==> config.mk <==
export PLATFORM = sky130hd
export DESIGN_NAME = sar_search
export DESIGN_NICKNAME = d
export VERILOG_FILES = /design/src/rtl/sar_search.sv
export SDC_FILE = /design/constraint.sdc
export NUM_CORES = 1
export LEC_CHECK = 0
export ABC_CLOCK_PERIOD_IN_PS = 1320
export CAP_MARGIN = 20
export CELL_PAD_IN_SITES_DETAIL_PLACEMENT = 1
export CELL_PAD_IN_SITES_GLOBAL_PLACEMENT = 2
export CORE_MARGIN = 3
export CORE_UTILIZATION = 25
export DETAILED_ROUTE_END_ITERATION = 16
export MAX_ROUTING_LAYER = met4
export PLACE_DENSITY_LB_ADDON = 0.1
export SLEW_MARGIN = 20
export SYNTH_ARGS = -nofsm -noshare
export SYNTH_HDL_FRONTEND = slang
export SYNTH_SLANG_ARGS = --single-unit
==> constraint.sdc <==
create_clock -name clk -period 1.32 [get_ports clk]
set_input_delay 0.198 -clock clk [delete_from_list [all_inputs] [get_ports clk]]
set_output_delay 0.198 -clock clk [all_outputs]
set_load 0.05 [all_outputs]
==> src/rtl/sar_search.sv <==
// Successive-approximation search controller.
// Drives the trial operand into an external magnitude comparator and uses
// its gt/lt flags to find the target one bit per clock, MSB first. The
// search ends early on an exact match (neither flag asserted).
//
// state  | meaning
// -------+-----------------------------------------------------------
// S_IDLE | waiting for start; result/found hold the last search
// S_TEST | comparator flags for r_trial are sampled at every edge
module sar_search #(
   parameter int WIDTH = 4
) (
   input  logic             clk,
   input  logic             rst,
   input  logic             start,
   input  logic             cmp_gt,
   input  logic             cmp_lt,
   output logic [WIDTH-1:0] trial,
   output logic             busy,
   output logic             done,
   output logic [WIDTH-1:0] result,
   output logic             found
);

   localparam int IW = (WIDTH > 1) ? $clog2(WIDTH) : 1;

   typedef enum logic {S_IDLE, S_TEST} state_t;

   state_t           r_state, w_state_nxt;
   logic [WIDTH-1:0] r_trial, w_trial_nxt;
   logic [IW-1:0]    r_idx, w_idx_nxt;
   logic             r_busy, w_busy_nxt;
   logic             r_done, w_done_nxt;
   logic [WIDTH-1:0] r_result, w_result_nxt;
   logic             r_found, w_found_nxt;
   logic [WIDTH-1:0] w_mask;
   logic [WIDTH-1:0] w_upd;

   // State and output registers; reset abandons any search in progress
   always_ff @(posedge clk) begin
      if (rst) begin
         r_state  <= S_IDLE;
         r_trial  <= '0;
         r_idx    <= '0;
         r_busy   <= 1'b0;
         r_done   <= 1'b0;
         r_result <= '0;
         r_found  <= 1'b0;
      end else begin
         r_state  <= w_state_nxt;
         r_trial  <= w_trial_nxt;
         r_idx    <= w_idx_nxt;
         r_busy   <= w_busy_nxt;
         r_done   <= w_done_nxt;
         r_result <= w_result_nxt;
         r_found  <= w_found_nxt;
      end
   end

   // Next-state and next-output decode; simultaneous gt and lt is treated as gt
   always_comb begin
      w_state_nxt  = r_state;
      w_trial_nxt  = r_trial;
      w_idx_nxt    = r_idx;
      w_busy_nxt   = r_busy;
      w_done_nxt   = 1'b0;
      w_result_nxt = r_result;
      w_found_nxt  = r_found;
      w_mask       = '0;
      w_mask[r_idx] = 1'b1;
      w_upd        = cmp_gt ? (r_trial & ~w_mask) : r_trial;

      case (r_state)
         S_IDLE: begin
            if (start) begin
               w_trial_nxt = WIDTH'(1) << (WIDTH - 1);
               w_idx_nxt   = IW'(WIDTH - 1);
               w_busy_nxt  = 1'b1;
               w_found_nxt = 1'b0;
               w_state_nxt = S_TEST;
            end
         end
         S_TEST: begin
            if (!cmp_gt && !cmp_lt) begin
               w_result_nxt = r_trial;
               w_found_nxt  = 1'b1;
               w_done_nxt   = 1'b1;
               w_busy_nxt   = 1'b0;
               w_trial_nxt  = '0;
               w_state_nxt  = S_IDLE;
            end else if (r_idx != '0) begin
               w_trial_nxt = w_upd | (w_mask >> 1);
               w_idx_nxt   = r_idx - 1'b1;
            end else begin
               w_result_nxt = w_upd;
               w_found_nxt  = 1'b0;
               w_done_nxt   = 1'b1;
               w_busy_nxt   = 1'b0;
               w_trial_nxt  = '0;
               w_state_nxt  = S_IDLE;
            end
         end
         default: w_state_nxt = S_IDLE;
      endcase
   end

   assign trial  = r_trial;
   assign busy   = r_busy;
   assign done   = r_done;
   assign result = r_result;
   assign found  = r_found;

endmodule
# --- Word level (Yosys, flattened, before mapping) ---
# Index checks and enable logic that the tools add are counted.
op_classes:
  addsub: 1
  multipliers: 0
  div: 0
  order_cmp: 2
  n_eq_ne: 5
  n_shift: 0
  muxes: 26
  n_bitwise: 4
  reduce_logical: 9
op_table:
  columns: ["cell", "n"]
  rows:
  - ["$mux 4", 6]
  - ["$mux 1", 11]
  - ["$pmux 4 s2", 1]
  - ["$mux 2", 3]
  - ["$ne 2x2->1 const B", 3]
  - ["$pmux 1 s2", 3]
  - ["$and 4x4->4", 1]
  - ["$not 4->4", 1]
  - ["$or 4x3->4", 1]
  - ["$pmux 2 s2", 1]
  - ["$reduce_and 2->1", 2]
  - ["$lt 2x3->1 const B", 1]
  - ["$ne 3x3->1 const B", 1]
  - ["$reduce_and 3->1", 1]
  - ["$demux 1 s2", 1]
  - ["$ge 2x1->1 const B", 1]
  - ["$logic_and 1x1->1", 2]
  - ["$logic_not 1->1", 2]
  - ["$ne 2x1->1 const B", 1]
  - ["$reduce_bool 2->1", 1]
  - ["$reduce_or 2->1", 1]
  - ["$sub 2x1->2 const B", 1]
  - ["$not 1->1", 1]
totals:
  regBits: 14
  latch_bits: 0
  mem_bits_rw: 0
  rom_bits: 0
  inputBits: 5
  out_inout_bits: 11
  elab_cells: 54
  mem_count: 0

# --- Depth between registers and ports, before layout ---
# Gate-level depths: netlist of the first run.
depth:
  word_depth: 11
  ltp_mapped: 5

# --- Worst setup path after synthesis of the first run ---
# Ideal clock, no wire load.
synth_path:
  path_kind: "register -> register"
  start: "register r_idx[0]"
  end: "register r_result[0] (netlist: result[0])"
  setup_time_ns: 0.072
  t_arrival_ns: 1.287
  path_slack_ns: -0.039
  stages_incl_launch_ff: 6
  path_buffers: 0
  synth_period_minus_slack_ns: 1.359
  path_cell_list: "dfxtp_1 -> inv_1 -> ha_1 -> o21bai_1 -> nand2_1 -> mux2i_1"
synth_between:
  elab_chain_len: 9
synth_lines:
  columns: ["element", "line", "rtl"]
  rows:
  - ["from (decl)", "31", "logic [IW-1:0] r_idx, w_idx_nxt;"]
  - ["from (signal assigned)", "52", "r_idx <= w_idx_nxt;"]
  - ["$lt 2x3->1 (not written as such) or $ge 2x1->1 (tied branches)", "70", "w_mask[r_idx] = 1'b1;"]
  - ["$logic_and 1x1->1 (not written as such)", "70", null]
  - ["$mux 1 (not written as such)", "70", null]
  - ["$demux 1 s2", "70", null]
  - ["$not 4->4", "71", "w_upd = cmp_gt ? (r_trial & ~w_mask) : r_trial;"]
  - ["$and 4x4->4", "71", null]
  - ["$mux 4", "71", null]
  - ["$mux 4", "91", "end else if (r_idx != '0) begin"]
  - ["$mux 4", "84", "if (!cmp_gt && !cmp_lt) begin"]
  - ["to (signal assigned)", "55", "r_result <= w_result_nxt;"]
  - ["to (decl)", "34", "logic [WIDTH-1:0] r_result, w_result_nxt;"]
# Parallel ways exist; a longest one is shown, timed or not. The select of a mux whose other input is x is not followed.
# A chain may end at the register's enable or synchronous reset.

# --- Final worst setup path of the first run ---
layout_path:
  start: "register r_idx[0]"
  end: "register r_idx[1]"
layout_between:
  elab_chain_len: 4
layout_lines:
  columns: ["element", "line", "rtl"]
  rows:
  - ["$sub 2x1->2", "93", "w_idx_nxt = r_idx - 1'b1;"]
  - ["$mux 2", "91", null]
  - ["$mux 2", "84", null]
  - ["$pmux 2 s2", "73", "case (r_state)"]
# Parallel ways exist; a longest one is shown, timed or not. The select of a mux whose other input is x is not followed.

==> flow_summary.ini, run 1 <==
[sta]
slew_headroom_pct = 80.3
finClkSkew_ps = 6.54
min_period_over_period_pct = 94.8
worst_pin_slew_ps = 293
finalHoldViolCount = 0
rsz0062_at_grt = no
setup_viol = 0
fin_crit_ps = 1250
clock.fmax_ghz = 0.799
maxSlewViolCount = 0
hold_ws_ps = 447

[layout]
syn_to_final_growth_pct = 70.7
layout.nets = 114
antenna_cells = 0
drive_above_1_share_pct = 43.3

[worst_setup_path]
cp.arrival_ps = 1450
critical_path_buf_inv_count = 2
cp.required_ps = 1510
startpoint = r_idx[0]
cp_num_cells = 5
path_cells = inv_2 > ha_4 > buf_4 > or2_4 > a311oi_2
r2r-start = r_idx[0]
rrSetupSlack_ps = 70
reg2reg_depth = 5
critPathSlowestCell = dfxtp_2
critPathTopFamily = flip-flops
path_max_fanout = 6
worstSetupPathType = reg2reg
worstReg2RegEnd = r_idx[1]
endpoint_kind = flop
cpPeakStageDelay_ps = 340
worstSetupEndpoint = r_idx[1]
critPathLaunchType = flop

[synthesis]
synth_warnings = 0
synth_cell_types = 28
syn_inst = 73
synth_top_cell_by_area = dfxtp_1
ys_top_cells_by_count = 14 x dfxtp_1, 7 x nor2_1, 6 x nand2_1
synth_nets = 82
synth_edf_count = 0
async_flop_share_pct = 0
synth.most_common_cell = dfxtp_1
syn_area_per_cell_sq_um = 9.43
synth_top_area_share_pct = 40.7
synthFlopType = dfxtp_1
ys_ff_latch = 14
syn_area_sq_um = 688
yosysSeqAreaShare_pct = 40.7
synth_area_leaders = dfxtp_1 41%, ha_1 7.3%, mux2i_1 5.8%

[clocking]
clock-sinks = 14
insertion_delay_ps = 280
cts_tree = built
htreeDepth = 1
ctsLongestPathBuffers = 2
root_buffer = clkbuf_4
clk_pin_slew_ps = 90
cts_buffers = 3

[placed_design]
hpwlAfterDp_um = 1430
io_buffers = 15
place_congestion = 0.827

[die]
die_y_um = 58.5
start_util_pct = 27.0
num_rows = 18
io_pins = 16
core_area_sq_um = 2540
die_area_sq_um = 3420
die_width_um = 58.5

[hold_path]
hold_class = in2reg
min-delay-start = cmp_gt

[route]
ant_nets = 0
drcViolationCount = 0
viasPerCell = 4.54
vias = 608
wl_met3_um = 69
drt_iter0_drc = 2
highest_layer = met4
first_pass_iters = 2
wirelength_um = 1710
dr_wl_met2_um = 800
wl_per_cell_um = 12.8
met1_length_um = 831

[run_status]
status = completed

[power]
p_comb_share_pct = 28.1
vdd_drop_max_mv = 0.488
seq_power_share_pct = 43.2
power_density_nw_per_um2 = 921
netSwitchingPower_mw = 0.311
p_int_mw = 0.771
power_leakage_nw = 0.487
power_mw = 1.08
pwr-share-clk_pct = 28.6
swShare_pct = 28.7

[grt]
grt_max_degree = 11
first_global_vias = 667
grt_overflow = 0
antenna_found_initial = 0
grt_usage_pct = 12.1
grt_first_pass_wirelength_um = 3080

[flow_run]
cap_violations = 0
cells in the final DEF, fill, tap and decap left out, types with 3 or more instances in the layout:
| cell | count |
|---|---|
| a211o_1 | 3 |
| buf_12 | 11 |
| buf_4 | 14 |
| clkbuf_4 | 3 |
| clkdlybuf4s50_1 | 3 |
| dfxtp_1 | 11 |
| dfxtp_2 | 3 |
| mux2i_1 | 4 |
| nand2_1 | 5 |
| nand2b_1 | 4 |
| nor2_1 | 7 |
area by class of cell:
type                            count  area, sq um
Clock buffer                        4         36.3
Sequential cell                    14          284
Multi-Input combinational cell     52          423
Inverter                            4         15.0
Fill cell                         293         1370
Timing Repair Buffer               30          379
Tap cell                           30         37.5
stage by stage:
stage | cells | setup slack [ps] | cell area, sq um | utilization, % | TNS [ps]
final | 134 | 68.7 | 1170 | 46.2 | 0
after global routing | 134 | 6.96 | 1170 | 46.2 | 0
after CTS | 134 | 0.226 | 1140 | 44.7 | 0
after detailed placement | 130 | -197 | 1090 | 42.8 | -1530
after global placement | 130 | -182 | 1090 | 42.8 | -1380
after floorplan | 73 | 14.3 | 691 | - | 0
routing by layer:
metal,vias to the layer above,track usage (%)
met3,2,3.95
li1,320,-
met5,-,-
met2,11,18.7
met1,275,15.2
met4,0,2.98
registers in the layout (all words and copies together) (netlist names):
name     flops
found        1
r_idx        2
busy         1
trial        4
r_state      1
done         1
result       4
power groups by stage:
stage	registers [mW]	clock network [mW]	logic, mW
finish	0.468	0.310	0.304
global route	0.471	0.353	0.331
CTS	0.466	0.331	0.294
detailed placement	0.474	0	0.285
global placement	0.473	0	0.284
floorplan	0.504	0	0.103
how the worst min path moves through the flow:
stage | to | depth (start not counted)
2_1_floorplan | result[0] | 3
3_3_place_gp | result[1] | 2
3_5_place_dp | result[0] | 2
4_1_cts | result[0] | 2
5_1_grt | found | 4
6_report | found | 4
kinds of logic after synthesis:
kind of cell               synth area share (%)
adders and majority gates                  7.27
AOI/OAI and AO/OA                          20.2
DFF                                        40.7
buffers and inverters                      4.00
muxes                                      5.82
and+or+nand+nor                            22.0
worst min-delay path, stage by stage:
cell and delay (ps):
dlymetal6s2s_1 200, nor2_1 130, a22oi_1 90, nor2_1 80
timing repair:
action	in CTS	in global routing
buffers inserted	0	0
pin swaps	2	2
setup endpoints to repair	2	8
hold buffers	0	0
resized for setup	5	10
Power figures use the tool's default switching activity.
==> inputs of run 2 (changes only) <==
- TNS_END_PERCENT: not set -> 1
==> run 2 against run 1 <==
  * First-iteration DRC count grew to 2.5 times the previous value
  * Cell area rose by 2.3%
  * Largest cell class unchanged
  * Final cell count increased by 3.0%
  * Via count rose by 10%
  * Utilization grew 1.1 points
  * Routed wire length is 13% higher
  * Sequential share of layout area is 0.55 points lower
  * Critical path depth grew 1
  * Setup slack worse by 31 ps
  * Total power is 3.0% higher
  * Largest power group unchanged
  * Count of clock-buffer cells in the layout did not move
==> flow_summary.ini, run 2 (synthesis results as in run 1) <==
[worst_setup_path]
critPathTopFamily = compound AO/OA/AOI/OAI gates
cp.required_ps = 1520
rrSetupSlack_ps = 40
cpPeakStageDelay_ps = 340
path_max_fanout = 3
critPathLaunchType = flop
path_cells = inv_2 > ha_4 > o21bai_4 > buf_4 > a211o_1 > o31ai_1
reg2reg_depth = 6
critical_path_buf_inv_count = 2
critPathSlowestCell = dfxtp_2
worstReg2RegEnd = result[3]
endpoint_kind = flop
worstSetupPathType = reg2reg
cp.arrival_ps = 1490
r2r-start = r_idx[1]

[clocking]
cts_tree = built
insertion_delay_ps = 290
ctsLongestPathBuffers = 2
clk_pin_slew_ps = 90
cts_buffers = 3
cts_hold_buf = 0
htreeDepth = 1
post-cts-setup-buffers = 0
root_buffer = clkbuf_4
clock-sinks = 14

[power]
power_leakage_nw = 0.515
power_mw = 1.11
power_density_nw_per_um2 = 927
vdd_drop_max_mv = 0.562

[layout]
layout_common_cells = 18 x buf_4, 11 x dfxtp_1, 11 x buf_12
antenna_cells = 0
layout.nets = 118
final_util_pct = 47.2
final-seq-area_sq_um = 284
multiInputGateArea_sq_um = 418
postLayoutCellArea_sq_um = 1200
fillers = 279
drive_above_1_share_pct = 46.3
final_common_cell = buf_4
syn_to_final_growth_pct = 74.7

[route]
drt_iter0_drc = 5
wirelength_um = 1940
viasPerCell = 4.86
first_pass_iters = 3
vias = 670
drcViolationCount = 0
wl_per_cell_um = 14.1
ant_nets = 0

[placed_design]
io_buffers = 15
dpl-instance-area_sq_um = 1120
place_congestion = 0.727
hpwlAfterDp_um = 1480

[die]
core_area_sq_um = 2540
die_area_sq_um = 3420
die_width_um = 58.5
io_pins = 16
start_util_pct = 27.0
num_rows = 18
die_y_um = 58.5

[grt]
first_global_vias = 676
grt_max_degree = 13
grt_usage_pct = 12.9
grt_first_pass_wirelength_um = 3170
grt_overflow = 0
antenna_found_initial = 0

[hold_path]
min-delay-start = cmp_lt
hold_class = in2reg
holdPathStages = 4
whs_endpoint = busy

[sta]
finalHoldViolCount = 0
setup_viol = 0
slew_headroom_pct = 76.5
rsz0062_at_grt = no
maxSlewViolCount = 0
clock.fmax_ghz = 0.780
min_period_over_period_pct = 97.1
worst_pin_slew_ps = 352
finClkSkew_ps = 2.62
fin_crit_ps = 1280

[run_status]
status = completed

[flow_run]
cap_violations = 0
-- run 2: final cells by class --
type / count / area share (%)
multi-input cells: 52 / 34.8
well taps: 30 / 3.12
clock buffers: 4 / 3.02
flip-flops and latches: 14 / 23.6
inverters: 4 / 1.25
repair buffers: 34 / 34.2
-- run 2: report_power, final --
part           switching (mW)  internal, mW
clock                   0.152         0.168
combinational           0.153         0.174
sequential             0.0230         0.444
-- run 2: per-stage QoR --
step | hold WS, ps | cells | setup slack, ps | setup TNS [ps]
3_3_place_gp | 498 | 134 | -195 | -1190
3_5_place_dp | 511 | 134 | -213 | -1510
5_1_grt | 439 | 138 | 1.01 | 0
2_1_floorplan | 410 | 73 | -38.6 | -150
4_1_cts | 527 | 138 | 6.06 | 0
6_report | 419 | 138 | 37.9 | 0
-- run 2: worst max path at each step --
stage                     cells past startpoint  slack, ps      from         to
after detailed placement                      5       -210     start       busy
after global routing                          5          1  r_idx[0]   r_idx[1]
after global placement                        4       -200     start   r_idx[1]
final                                         6         40  r_idx[1]  result[3]
after CTS                                     6          6  r_idx[0]  result[3]
after floorplan                               5        -40  r_idx[0]  result[0]
-- run 2: worst min-delay path, stage by stage --
cell	delay [ps]
dlymetal6s2s_1	170
o21bai_4	140
buf_4	100
a211oi_1	60
-- run 2: what timing repair did --
action,CTS,global route
resized for setup,4,12
pin swaps,1,3
endpoints found under the setup margin,3,8
hold endpoints to repair,0,0
-- run 2: layer usage --
layer	share of wire [%]	global-route usage (%)	vias to the layer above	wire, um
met5	0	-	-	0
met4	1.5	4.97	0	29
met3	3.7	4.61	4	71
met2	49	20.4	10	951
met1	46	14.9	324	885
li1	-	-	332	-
==> inputs of run 3 (changes only) <==
- REMOVE_ABC_BUFFERS: not set -> 1
==> run 3 against run 2 <==
  * Register-to-register slack about the same
  * Utilization down 1.4 points
  * Via count down 4.2%
  * Sequential power about the same
  * Largest cell class unchanged
  * Largest power group unchanged
==> flow_summary.ini, run 3 (synthesis results as in run 1) <==
[run_status]
status = completed

[sta]
clock.fmax_ghz = 0.773
fin_crit_ps = 1290
tns_ps = 0
finalHoldViolCount = 0
rsz0062_at_grt = yes
worst_pin_slew_ps = 309
finClkSkew_ps = 1.94
maxSlewViolCount = 0
setup_viol = 0
slew_headroom_pct = 79.4
min_period_over_period_pct = 98.0

[die]
die_width_um = 58.5
start_util_pct = 27.0
die_y_um = 58.5
die_area_sq_um = 3420
num_rows = 18
io_pins = 16
core_area_sq_um = 2540

[placed_design]
hpwlAfterDp_um = 1610
io_buffers = 15
place_congestion = 0.783

[layout]
layout_common_cells = 15 x buf_4, 12 x dfxtp_1, 11 x buf_12
final_common_cell = buf_4
antenna_cells = 0
fillers = 297
multiInputGateArea_sq_um = 424
syn_to_final_growth_pct = 69.5
final-seq-area_sq_um = 283
layout.nets = 115
drive_above_1_share_pct = 41.3

[clocking]
cts_buffers = 3
htreeDepth = 1
root_buffer = clkbuf_4
insertion_delay_ps = 280
cts_tree = built
clk_pin_slew_ps = 90
cts_hold_buf = 0
clock-sinks = 14
ctsLongestPathBuffers = 2

[power]
power_density_nw_per_um2 = 875
vdd_drop_max_mv = 0.754
power_mw = 1.02
power_leakage_nw = 0.475

[route]
wl_per_cell_um = 14.9
drt_iter0_drc = 8
vias = 642
drcViolationCount = 0
wirelength_um = 2000
viasPerCell = 4.79
ant_nets = 0
first_pass_iters = 3

[worst_setup_path]
cp.arrival_ps = 1490
worstSetupPathType = in2reg
critical_path_buf_inv_count = 1
critPathLaunchType = primary input
cpPeakStageDelay_ps = 620
critPathTopFamily = buffers and inverters
critPathSlowestCell = clkdlybuf4s50_1
path_cells = clkdlybuf4s50_1 > o21ai_4 > or2_4 > o31ai_4
cp.required_ps = 1520
endpoint_kind = flop
path_max_fanout = 8

[grt]
grt_first_pass_wirelength_um = 3370
first_global_vias = 674
antenna_found_initial = 0
grt_overflow = 0
grt_usage_pct = 13.5
grt_max_degree = 11

[hold_path]
hold_class = reg2reg

[flow_run]
cap_violations = 0
==> run 3: cell types whose count changed in the layout (fill, tap and decap cells not counted), sizes merged <==
cell	previous run	this run
clkbuf	4	3
buf	30	27
clkdlybuf4s50	2	4
dlymetal6s2s	2	0
==> run 3: cell type report <==
cell class	count	area share, %
Tap cell	30	3.22
Clock buffer	3	1.93
Multi-Input combinational cell	52	36.4
Inverter	4	1.29
Timing Repair Buffer	31	32.9
Sequential cell	14	24.2
==> run 3: timing repair <==
action | in CTS | in global routing
setup endpoints to repair | 6 | 9
pin swaps | 1 | 3
gates resized for setup | 7 | 6
buffers inserted | 0 | 0
==> run 3: final timing paths <==
path | end | depth (start not counted) | slack, ps | startpoint
worst min register to register | result[0] | 2 | 520 | result[0]
worst max-delay path | trial[2] | 4 | 30 | cmp_gt
worst max register to register | trial[2] | 3 | 50 | r_state
worst min-delay path | result[0] | 2 | 520 | result[0]
==> run 3: metal layers <==
metal | global-route usage, % | share of wire, % | routed length (um) | vias up
met5 | - | 0 | 0 | -
met4 | 3.64 | 2.2 | 44 | 0
met3 | 3.95 | 3.4 | 67 | 4
met2 | 21.9 | 50 | 1000 | 12
met1 | 16.4 | 44 | 884 | 304
li1 | - | - | - | 322
==> run 3: power by group <==
group	leakage (nW)	switching, mW	total, mW	internal [mW]
Clock	0.0138	0.141	0.247	0.106
Combinational	0.346	0.152	0.308	0.156
Sequential	0.115	0.0218	0.466	0.444
==> run 3: stage by stage <==
| step | cell area (sq um) | setup slack, ps | util (%) | hold WS (ps) | std cells |
|---|---|---|---|---|---|
| 6_report | 1170 | 26.7 | 45.8 | 517 | 134 |
| 3_5_place_dp | 1100 | -237 | 43.3 | 513 | 132 |
| 5_1_grt | 1170 | -1.03 | 45.8 | 560 | 134 |
| 3_3_place_gp | 1100 | -171 | 43.3 | 497 | 132 |
| 4_1_cts | 1140 | 3.59 | 44.8 | 526 | 134 |
| 2_1_floorplan | 676 | -38.6 | - | 266 | 70 |
==> run 3: worst min-delay path, cell delays in order (launching register included) <==
cell      delay, ps
dfxtp_1         340
nand2b_1         80
mux2i_1          60
